--- config.mk ---
export PLATFORM = sky130hd
export DESIGN_NAME = jts16_pcm_rom_arb
export DESIGN_NICKNAME = d
export VERILOG_FILES = /design/src/rtl/jts16_pcm_rom_arb.sv
export SDC_FILE = /design/constraint.sdc
export NUM_CORES = 1
export LEC_CHECK = 0
export BUFFER_PORTS_ARGS = -buffer_cell sky130_fd_sc_hd__buf_4
export CAP_MARGIN = 20
export CORE_ASPECT_RATIO = 0.9
export CORE_MARGIN = 2
export CORE_UTILIZATION = 60
export CTS_BUF_LIST = sky130_fd_sc_hd__clkbuf_4 sky130_fd_sc_hd__clkbuf_8
export DETAILED_ROUTE_END_ITERATION = 16
export PLACE_DENSITY = 0.94
export RECOVER_POWER = 100
export SLEW_MARGIN = 0
export SYNTH_ARGS = -nofsm -noshare
export SYNTH_HDL_FRONTEND = slang
export SYNTH_SLANG_ARGS = --single-unit
--- constraint.sdc ---
create_clock -name clk -period 5 [get_ports clk]
set_input_delay 0.5 -clock clk [delete_from_list [all_inputs] [get_ports clk]]
set_output_delay 0.5 -clock clk [all_outputs]
set_load 0.02 [all_outputs]
--- src/rtl/jts16_pcm_rom_arb.sv ---
// Two 8-bit readers, each with a one-entry read cache, sharing one SDRAM PCM ROM slot.
// Define JTS16_PCMARB_TIMEOUT_EN to abort a stuck slot read and return 0xFF after TIMEOUT wait cycles.
module jts16_pcm_rom_arb #(
  parameter int AW      = 17,
  parameter int TIMEOUT = 255
) (
  input  logic          clk,
  input  logic          rst_n,
  input  logic          flush,
  input  logic [AW-1:0] a_addr,
  input  logic          a_cs,
  output logic [7:0]    a_data,
  output logic          a_ok,
  input  logic [AW-1:0] b_addr,
  input  logic          b_cs,
  output logic [7:0]    b_data,
  output logic          b_ok,
  output logic [AW-1:0] slot_addr,
  output logic          slot_cs,
  input  logic [7:0]    slot_data,
  input  logic          slot_ok
);

  typedef enum logic [1:0] {IDLE, ISSUE, WAIT} state_t;
  localparam logic REQ_A = 1'b0;
  localparam logic REQ_B = 1'b1;

  state_t        state, state_nx;
  logic [AW-1:0] tag [2];
  logic [7:0]    dat [2];
  logic [1:0]    valid;
  logic [1:0]    hit, pend;
  logic          gnt, gnt_nx, last, flushed;
  logic          grant, fill, timed_out;
  logic [7:0]    fill_dat;

  assign hit[0] = a_cs & valid[0] & (a_addr == tag[0]);
  assign hit[1] = b_cs & valid[1] & (b_addr == tag[1]);
  assign pend   = {b_cs, a_cs} & ~hit;

  assign a_ok   = hit[0];
  assign a_data = dat[0];
  assign b_ok   = hit[1];
  assign b_data = dat[1];

`ifdef JTS16_PCMARB_TIMEOUT_EN
  localparam logic [7:0] TO_LAST = 8'(TIMEOUT - 1);
  logic [7:0] wait_cnt;

  assign timed_out = (state == WAIT) && !slot_ok && (wait_cnt == TO_LAST);

  always_ff @(posedge clk or negedge rst_n) begin
    if (!rst_n)              wait_cnt <= '0;
    else if (grant)          wait_cnt <= '0;
    else if (state == WAIT)  wait_cnt <= wait_cnt + 8'd1;
  end
`else
  assign timed_out = 1'b0;
`endif

  // NOTE: every output of this block gets a default first so no latch is inferred.
  always_comb begin
    state_nx = state;
    grant    = 1'b0;
    gnt_nx   = gnt;
    fill     = 1'b0;
    fill_dat = slot_data;
    unique case (state)
      IDLE: begin
        // on a tie, the requester that did not win last time goes first
        if (pend[0] && (!pend[1] || last == REQ_B)) begin
          grant  = 1'b1;
          gnt_nx = REQ_A;
        end else if (pend[1]) begin
          grant  = 1'b1;
          gnt_nx = REQ_B;
        end
        if (grant) state_nx = ISSUE;
      end
      // slot_ok may still belong to the previous address here
      ISSUE: state_nx = WAIT;
      WAIT: begin
        if (slot_ok || timed_out) begin
          fill     = 1'b1;
          fill_dat = slot_ok ? slot_data : 8'hFF;
          state_nx = IDLE;
        end
      end
      default: state_nx = IDLE;
    endcase
  end

  // NOTE: the two cache entries are plain registers, not RAM, so they are reset with everything else.
  always_ff @(posedge clk or negedge rst_n) begin
    if (!rst_n) begin
      state     <= IDLE;
      tag[0]    <= '0;
      tag[1]    <= '0;
      dat[0]    <= '0;
      dat[1]    <= '0;
      valid     <= '0;
      gnt       <= REQ_A;
      last      <= REQ_B;
      flushed   <= 1'b0;
      slot_addr <= '0;
      slot_cs   <= 1'b0;
    end else begin
      state <= state_nx;
      if (grant) begin
        slot_addr <= (gnt_nx == REQ_B) ? b_addr : a_addr;
        slot_cs   <= 1'b1;
        gnt       <= gnt_nx;
        last      <= gnt_nx;
        flushed   <= 1'b0;
      end else if (flush && state != IDLE) begin
        flushed <= 1'b1;
      end
      // a fill that overlaps a flush stores the data but stays invalid
      if (fill) begin
        tag[gnt]   <= slot_addr;
        dat[gnt]   <= fill_dat;
        valid[gnt] <= ~(flushed | flush);
        slot_cs    <= 1'b0;
      end
      if (flush) valid <= '0;
    end
  end

endmodule

==> results.json, run 1 <==
{
  "status": "finished, violations left",
  "violations": "capacitance limit, slew limit",
  "finalWirelength_mm": 8.43,
  "synth_edf_count": 0,
  "antenna_found_initial": 0,
  "cp_data_arrival_time_ps": 3490,
  "grt_usage_pct": 27.0,
  "clock-sinks": 75,
  "placementRows": 26,
  "max_freq_ghz": 0.301,
  "netlist_instances": 280,
  "synth_fa_ha_area_share_pct": 0,
  "yosys_warnings": 0,
  "cp_max_fo": 18,
  "dominantRegCellSynth": "dfrtp_1",
  "die_h_microns": 76.4,
  "dr_total_vias": 2694,
  "fin_setup_tns_ps": 0,
  "nFillCells": 407,
  "critPathRequiredTime_ps": 5170,
  "grt_pass1_vias": 2741,
  "fp.dieW_microns": 84.5,
  "cpPeakStageDelay_ps": 1230,
  "cts_tree": "built",
  "rsz0062_at_grt": "false",
  "io_pins": 84,
  "finalClockSkew_ps": 7.40,
  "drive_gt1_share_pct": 31.9,
  "hold_path_class": "in -> async",
  "hold_buffers": 0,
  "synth.mux.area_fraction_pct": 16.4,
  "yosysSeqAreaShare_pct": 53.7,
  "start_kind": "flop",
  "synth-simple-area-share_pct": 8.83,
  "finalHoldViolations": 0,
  "dp_hpwl_mm": 5.68,
  "diodes": 0,
  "initial_core_util_pct": 61.8,
  "portBuffers": 83,
  "syn2layout_area_growth_pct": 17.8,
  "grt_pass1_wl_mm": 13.6,
  "p_leak_nw": 1.84,
  "place_ws_ps": 2130,
  "drt_iter0_drc": 177,
  "core_area_sq_um": 5660,
  "finalCriticalPeriod_ps": 3330,
  "cap_violations": 3,
  "root_buffer": "clkbuf_8",
  "clock_latency_ps": 350,
  "synth-xor-area-share_pct": 8.51,
  "synth_top_family_by_area": "multiplexers",
  "power_density_nw_per_um2": 612,
  "synth-compound-area-share_pct": 9.26,
  "slew_headroom_pct": -14.8,
  "drc": 0,
  "grt_max_degree": 76,
  "htreeDepth": 3,
  "end_kind": "flop",
  "ys_seq_elements": 75,
  "cts_resized": 0,
  "wl_per_cell_microns": 19.3,
  "overflow": 0,
  "first_pass_iters": 5,
  "clk_path_buf_depth": 2,
  "postSynthAreaPerCell_sq_um": 12.5,
  "worst_pin_slew_ps": 1720,
  "clk_pin_slew_ps": 70,
  "viasPerCell": 6.16,
  "synth_area_sq_um": 3500,
  "die-area_sq_um": 6460,
  "fin_ws_ps": 1670,
  "cts_setup_buffers": 0,
  "place.gp.congestion": 0.808,
  "drv_slew": 76,
  "synth_cell_type_count": 28,
  "crit_chain": "xor2_1 -> nor4_1 -> nand3_1 -> o211a_1 -> o2bb2ai_1 -> o211ai_1",
  "layout.nets": 411,
  "numCtsBuffers": 9,
  "cp_slowest_cell": "o2bb2ai_1",
  "path_class": "reg -> reg",
  "peakVddDrop_uv": 425,
  "synthArstFlopShare_pct": 100,
  "setup_viol": 0,
  "ant_nets": 0,
  "post-route-period-util_pct": 66.5,
  "synth_nets": 328
}
==> sequential cells by signal (all words and copies together) (netlist names) <==
signal,flops
last,1
b_data,8
state,2
flushed,1
gnt,1
valid,2
slot_cs,1
tag,34
slot_addr,17
a_data,8
==> cells in the mapped netlist (4+ instances only) <==
cell	n	area, sq um
clkbuf_1	4	15.0
clkbuf_8	4	55.1
dfrtp_1	74	1850
mux2_2	51	574
nand3_1	36	180
nor2_1	9	33.8
nor4_1	8	50.1
o211ai_1	17	128
o21ai_0	18	90.1
xor2_1	32	280
==> worst paths after layout <==
path / start / end / slack [ps] / depth (start not counted)
worst max-delay path: tag[14] / slot_addr[14] / 1670 / 6
worst min-delay path: rst_n / tag[21] / 270 / 1
worst max register to register: tag[14] / slot_addr[14] / 1670 / 6
worst min register to register: flushed / valid[0] / 480 / 1
max in group asynchronous: rst_n / slot_addr[1] / 4130 / 1
min in group clk: flush / valid[1] / 320 / 2
==> cell usage in the layout (no fill, tap or decap), types with 2 or more instances in the layout <==
cell / instances
nor4_1: 8
xnor2_1: 2
inv_1: 2
nand2_1: 2
o21ai_0: 18
clkbuf_8: 10
clkbuf_1: 38
dfrtp_1: 74
o211ai_1: 18
nor2_1: 8
xor2_1: 32
nand3_1: 36
a21oi_1: 2
clkinvlp_4: 2
mux2_2: 50
o211a_1: 2
buf_4: 47
nand4_1: 2
clkinv_2: 3
==> critical path, delay by kind of cell, from the launching register on <==
kind             cells  cell delay, ps
AND/OR/NAND/NOR      2             590
XOR/XNOR             1             170
AO/OA/AOI/OAI        3            1990
flip-flops           1             390
==> kinds of logic (layout without fill, tap and decap cells) <==
logic type	after synthesis	after routing
XOR/XNOR	34	34
flip-flops	75	75
AND/OR/NAND/NOR	60	60
multiplexers	51	51
buffers and inverters	15	102
AO/OA/AOI/OAI	45	45
==> where the power goes <==
group / switching, W / internal, W / leakage (nW)
Sequential: 0.000214 / 0.000892 / 0.930
Clock: 0.000217 / 0.000188 / 0.0839
Combinational: 0.000593 / 0.000420 / 0.824
==> layout make-up <==
type / instances / area [sq um] / share of cell area, %
Inverter: 2 / 7.51 / 0.182
Tap cell: 70 / 87.6 / 2.13
Sequential cell: 75 / 1880 / 45.6
Clock inverter: 5 / 30.0 / 0.729
Clock buffer: 10 / 138 / 3.34
Multi-Input combinational cell: 190 / 1480 / 36.0
Timing Repair Buffer: 85 / 495 / 12.0
==> routing by layer <==
metal / GRT usage [%] / share of wire, % / wire length [microns] / vias up
li1: - / - / - / 1186
met1: 36.3 / 42 / 3510 / 1333
met2: 43.1 / 48 / 4070 / 157
met3: 8.13 / 8.4 / 711 / 18
met4: 7.30 / 1.8 / 149 / 0
met5: 0 / 0 / 0 / -
==> stage by stage <==
| stage | power, W | hold WS, ps | cell area (sq um) | utilization [%] | instances |
|---|---|---|---|---|---|
| after global placement | 0.00218 | 456 | 4120 | 72.8 | 422 |
| after CTS | 0.00265 | 307 | 4290 | 75.7 | 437 |
| final | 0.00252 | 267 | 4120 | 72.8 | 437 |
| after floorplan | 0.00183 | 204 | 3500 | - | 280 |
| after global routing | 0.00267 | 297 | 4120 | 72.8 | 437 |
| after detailed placement | 0.00224 | 471 | 4120 | 72.8 | 422 |
(Power assumes the default switching activity.)
==> run 2, diff against run 1 <==
--- a/config.mk
+++ b/config.mk
@@ -5,14 +5,15 @@
 export SDC_FILE = /design/constraint.sdc
 export NUM_CORES = 1
 export LEC_CHECK = 0
+export ABC_AREA = 1
 export BUFFER_PORTS_ARGS = -buffer_cell sky130_fd_sc_hd__buf_4
 export CAP_MARGIN = 20
 export CORE_ASPECT_RATIO = 0.9
 export CORE_MARGIN = 2
-export CORE_UTILIZATION = 60
+export CORE_UTILIZATION = 56
 export CTS_BUF_LIST = sky130_fd_sc_hd__clkbuf_4 sky130_fd_sc_hd__clkbuf_8
 export DETAILED_ROUTE_END_ITERATION = 16
-export PLACE_DENSITY = 0.94
+export PLACE_DENSITY = 0.88
 export RECOVER_POWER = 100
 export SLEW_MARGIN = 0
 export SYNTH_ARGS = -nofsm -noshare
==> constraint.sdc (replaced) <==
create_clock -name clk -period 3.4 [get_ports clk]
set_input_delay 0.34 -clock clk [delete_from_list [all_inputs] [get_ports clk]]
set_output_delay 0.34 -clock clk [all_outputs]
set_load 0.02 [all_outputs]
==> run 2 against run 1 <==
The flow still finishes with violations (capacitance limit, slew limit). Die area increased by 16%. Setup slack got worse by 760 ps. Non-clock buffer count grew 2. Cell count up 61%. Cell area grew 10%. Combinational power up 68%. Largest cell class unchanged.
==> results.json, run 2 <==
{
  "hold_path_class": "in -> reg",
  "syn2layout_area_growth_pct": 19.4,
  "combinationalPowerShare_pct": 42.2,
  "wl_per_cell_microns": 14.2,
  "dr_total_vias": 3663,
  "power_w": 0.00402,
  "yosys_warnings": 0,
  "clock_latency_ps": 370,
  "setup_viol": 0,
  "cts_resized": 0,
  "multi_input_area_sq_um": 1490,
  "peakVddDrop_uv": 426,
  "power.switching_w": 0.00181,
  "slew_headroom_pct": -25.6,
  "yosysMostFrequentCell": "nand2_1",
  "portBuffers": 83,
  "postSynthAreaPerCell_sq_um": 7.23,
  "drt_iter0_drc": 375,
  "dominantRegCellSynth": "dfrtp_1",
  "path_class": "reg -> reg",
  "p_sw_share_pct": 45.1,
  "crit_path_start": "tag[26]",
  "yosysTopAreaCell": "dfrtp_1",
  "start_kind": "flop",
  "p_leak_nw": 2.52,
  "hold_path.startpoint": "slot_data[5]",
  "violations": "capacitance limit, slew limit",
  "post-route-period-util_pct": 73.2,
  "drv_slew": 76,
  "nFillCells": 588,
  "hold_slack_ps": 242,
  "place.gp.congestion": 0.889,
  "root_buffer": "clkbuf_8",
  "core_area_sq_um": 6590,
  "grt_max_degree": 76,
  "clock-sinks": 75,
  "regArea_sq_um": 1880,
  "finalClockSkew_ps": 9.62,
  "clk_pin_slew_ps": 80,
  "die_h_microns": 82.3,
  "mostFrequentLayoutCell": "nand2_1",
  "netlist_instances": 527,
  "fp.dieW_microns": 90.9,
  "synthArstFlopShare_pct": 100,
  "yosysSeqAreaShare_pct": 49.3,
  "p_seq_share_pct": 40.0,
  "intPower_w": 0.00221,
  "grt_pass1_vias": 3476,
  "synth_nets": 575,
  "placementRows": 28,
  "worstReg2RegStart": "tag[26]",
  "clockPowerShare_pct": 17.8,
  "antenna_found_initial": 0,
  "dp_hpwl_mm": 7.21,
  "numCtsBuffers": 9,
  "viasPerCell": 5.20,
  "grt_usage_pct": 28.7,
  "grt_pass1_wl_mm": 16.5,
  "status": "finished, violations left",
  "synth_cell_type_count": 26,
  "fin_setup_tns_ps": 0,
  "layout.nets": 657,
  "rsz0062_at_grt": "false",
  "regMostFlops": "tag",
  "cp_data_arrival_time_ps": 2790,
  "most-common-layout-cells": "nand2_1, inv_1, dfrtp_1",
  "synthTopCellsByCount": "nand2_1, inv_1, dfrtp_1, o21ai_0, nand3_1",
  "critPathRequiredTime_ps": 3700,
  "cap_violations": 1,
  "ys_seq_elements": 75,
  "cp_max_fo": 19,
  "synth_edf_count": 0,
  "die-area_sq_um": 7480,
  "clk_path_buf_depth": 2,
  "drive_gt1_share_pct": 11.7,
  "first_pass_iters": 5,
  "max_freq_ghz": 0.402,
  "finalHoldViolations": 0,
  "finalCriticalPeriod_ps": 2490,
  "synth_top_area_share_pct": 48.6,
  "end_kind": "flop",
  "hold_buffers": 0,
  "htreeDepth": 3,
  "cts_setup_buffers": 0,
  "overflow": 0,
  "diodes": 0,
  "largestRegisters": "tag x34, slot_addr x17",
  "synth_area_sq_um": 3810,
  "largest_register_ffs": 34,
  "worst_pin_slew_ps": 1880,
  "cts_tree": "built",
  "ant_nets": 0,
  "io_pins": 84,
  "initial_core_util_pct": 57.8,
  "power_density_nw_per_um2": 885,
  "yosys-top-cells-area": "dfrtp_1, nand2_1, inv_1",
  "finalWirelength_mm": 9.99,
  "drc": 0
}
[run 2: changes by cell type after synthesis, moves of 4 or more]
cell,change
xor2_1,-32
nand3_1,+7
mux2_2,-51
nand2_1,+184
inv_1,+92
nor4_1,-6
nor2_1,+18
o21ai_0,+39
o211ai_1,-16
clkbuf_1,+6
clkbuf_8,-4
[run 2: power by group through the flow]
stage | clock network (W) | registers [W] | logic [W]
2_1_floorplan | 0 | 0.00178 | 0.000987
3_3_place_gp | 0 | 0.00160 | 0.00176
3_5_place_dp | 0 | 0.00161 | 0.00185
4_1_cts | 0.000721 | 0.00160 | 0.00186
5_1_grt | 0.000759 | 0.00166 | 0.00191
6_report | 0.000716 | 0.00161 | 0.00170
[run 2: cell type report]
type / count / share of cell area (%)
clock buffer: 12 / 3.36
timing repair buffer: 87 / 11.1
inverter: 96 / 7.92
sequential: 75 / 41.3
clock inverter: 4 / 1.10
tap: 90 / 2.48
multi-input combinational: 340 / 32.8
[run 2: stage by stage]
stage / utilization (%) / area, sq um / cells / setup WS (ps)
after floorplan: - / 3810 / 527 / 1580
after global placement: 68.4 / 4500 / 688 / 1450
after detailed placement: 68.4 / 4500 / 688 / 1400
after CTS: 71.4 / 4700 / 704 / 1120
after global routing: 69.1 / 4550 / 704 / 679
final: 69.1 / 4550 / 704 / 911
[run 2: cells by family (layout without fill, tap and decap cells)]
kind of cell	Yosys count	after routing	share of synthesized area, %
xor gates and xnor gates	5	5	1.15
DFF	75	75	49.3
buffers and inverters	112	199	11.4
and+or+nand+nor	271	271	29.4
AOI/OAI and AO/OA	64	64	8.74
[run 2: worst paths after layout]
check                                endpoint  slack [ps]  depth (start not counted)
worst max-delay path            slot_addr[12]         910                         14
worst min-delay path                a_data[5]         240                          3
worst max register to register  slot_addr[12]         910                         14
worst min register to register      a_data[5]         490                          2
max in group asynchronous        slot_addr[8]        1800                          1
min in group asynchronous             slot_cs         490                          1
[run 2: worst max-delay path, cell delays in order, from the launching register on]
cell and delay, ps:
dfrtp_1 390, inv_1 50, nand2_1 90, nand2_1 70, nor2_1 100, nand2_1 60
nor2_1 190, nand3_1 150, nand2_1 120, inv_1 50, nand2_1 490, nand2_4 290
nand2_1 140, nand3_1 90, nand2_1 110
[run 2: per-layer routing]
metal  routed length [microns]  global-route usage [%]
met2                      4750                    46.5
met5                         0                       0
met4                       290                    11.2
met1                      4200                    37.5
met3                       750                    7.53
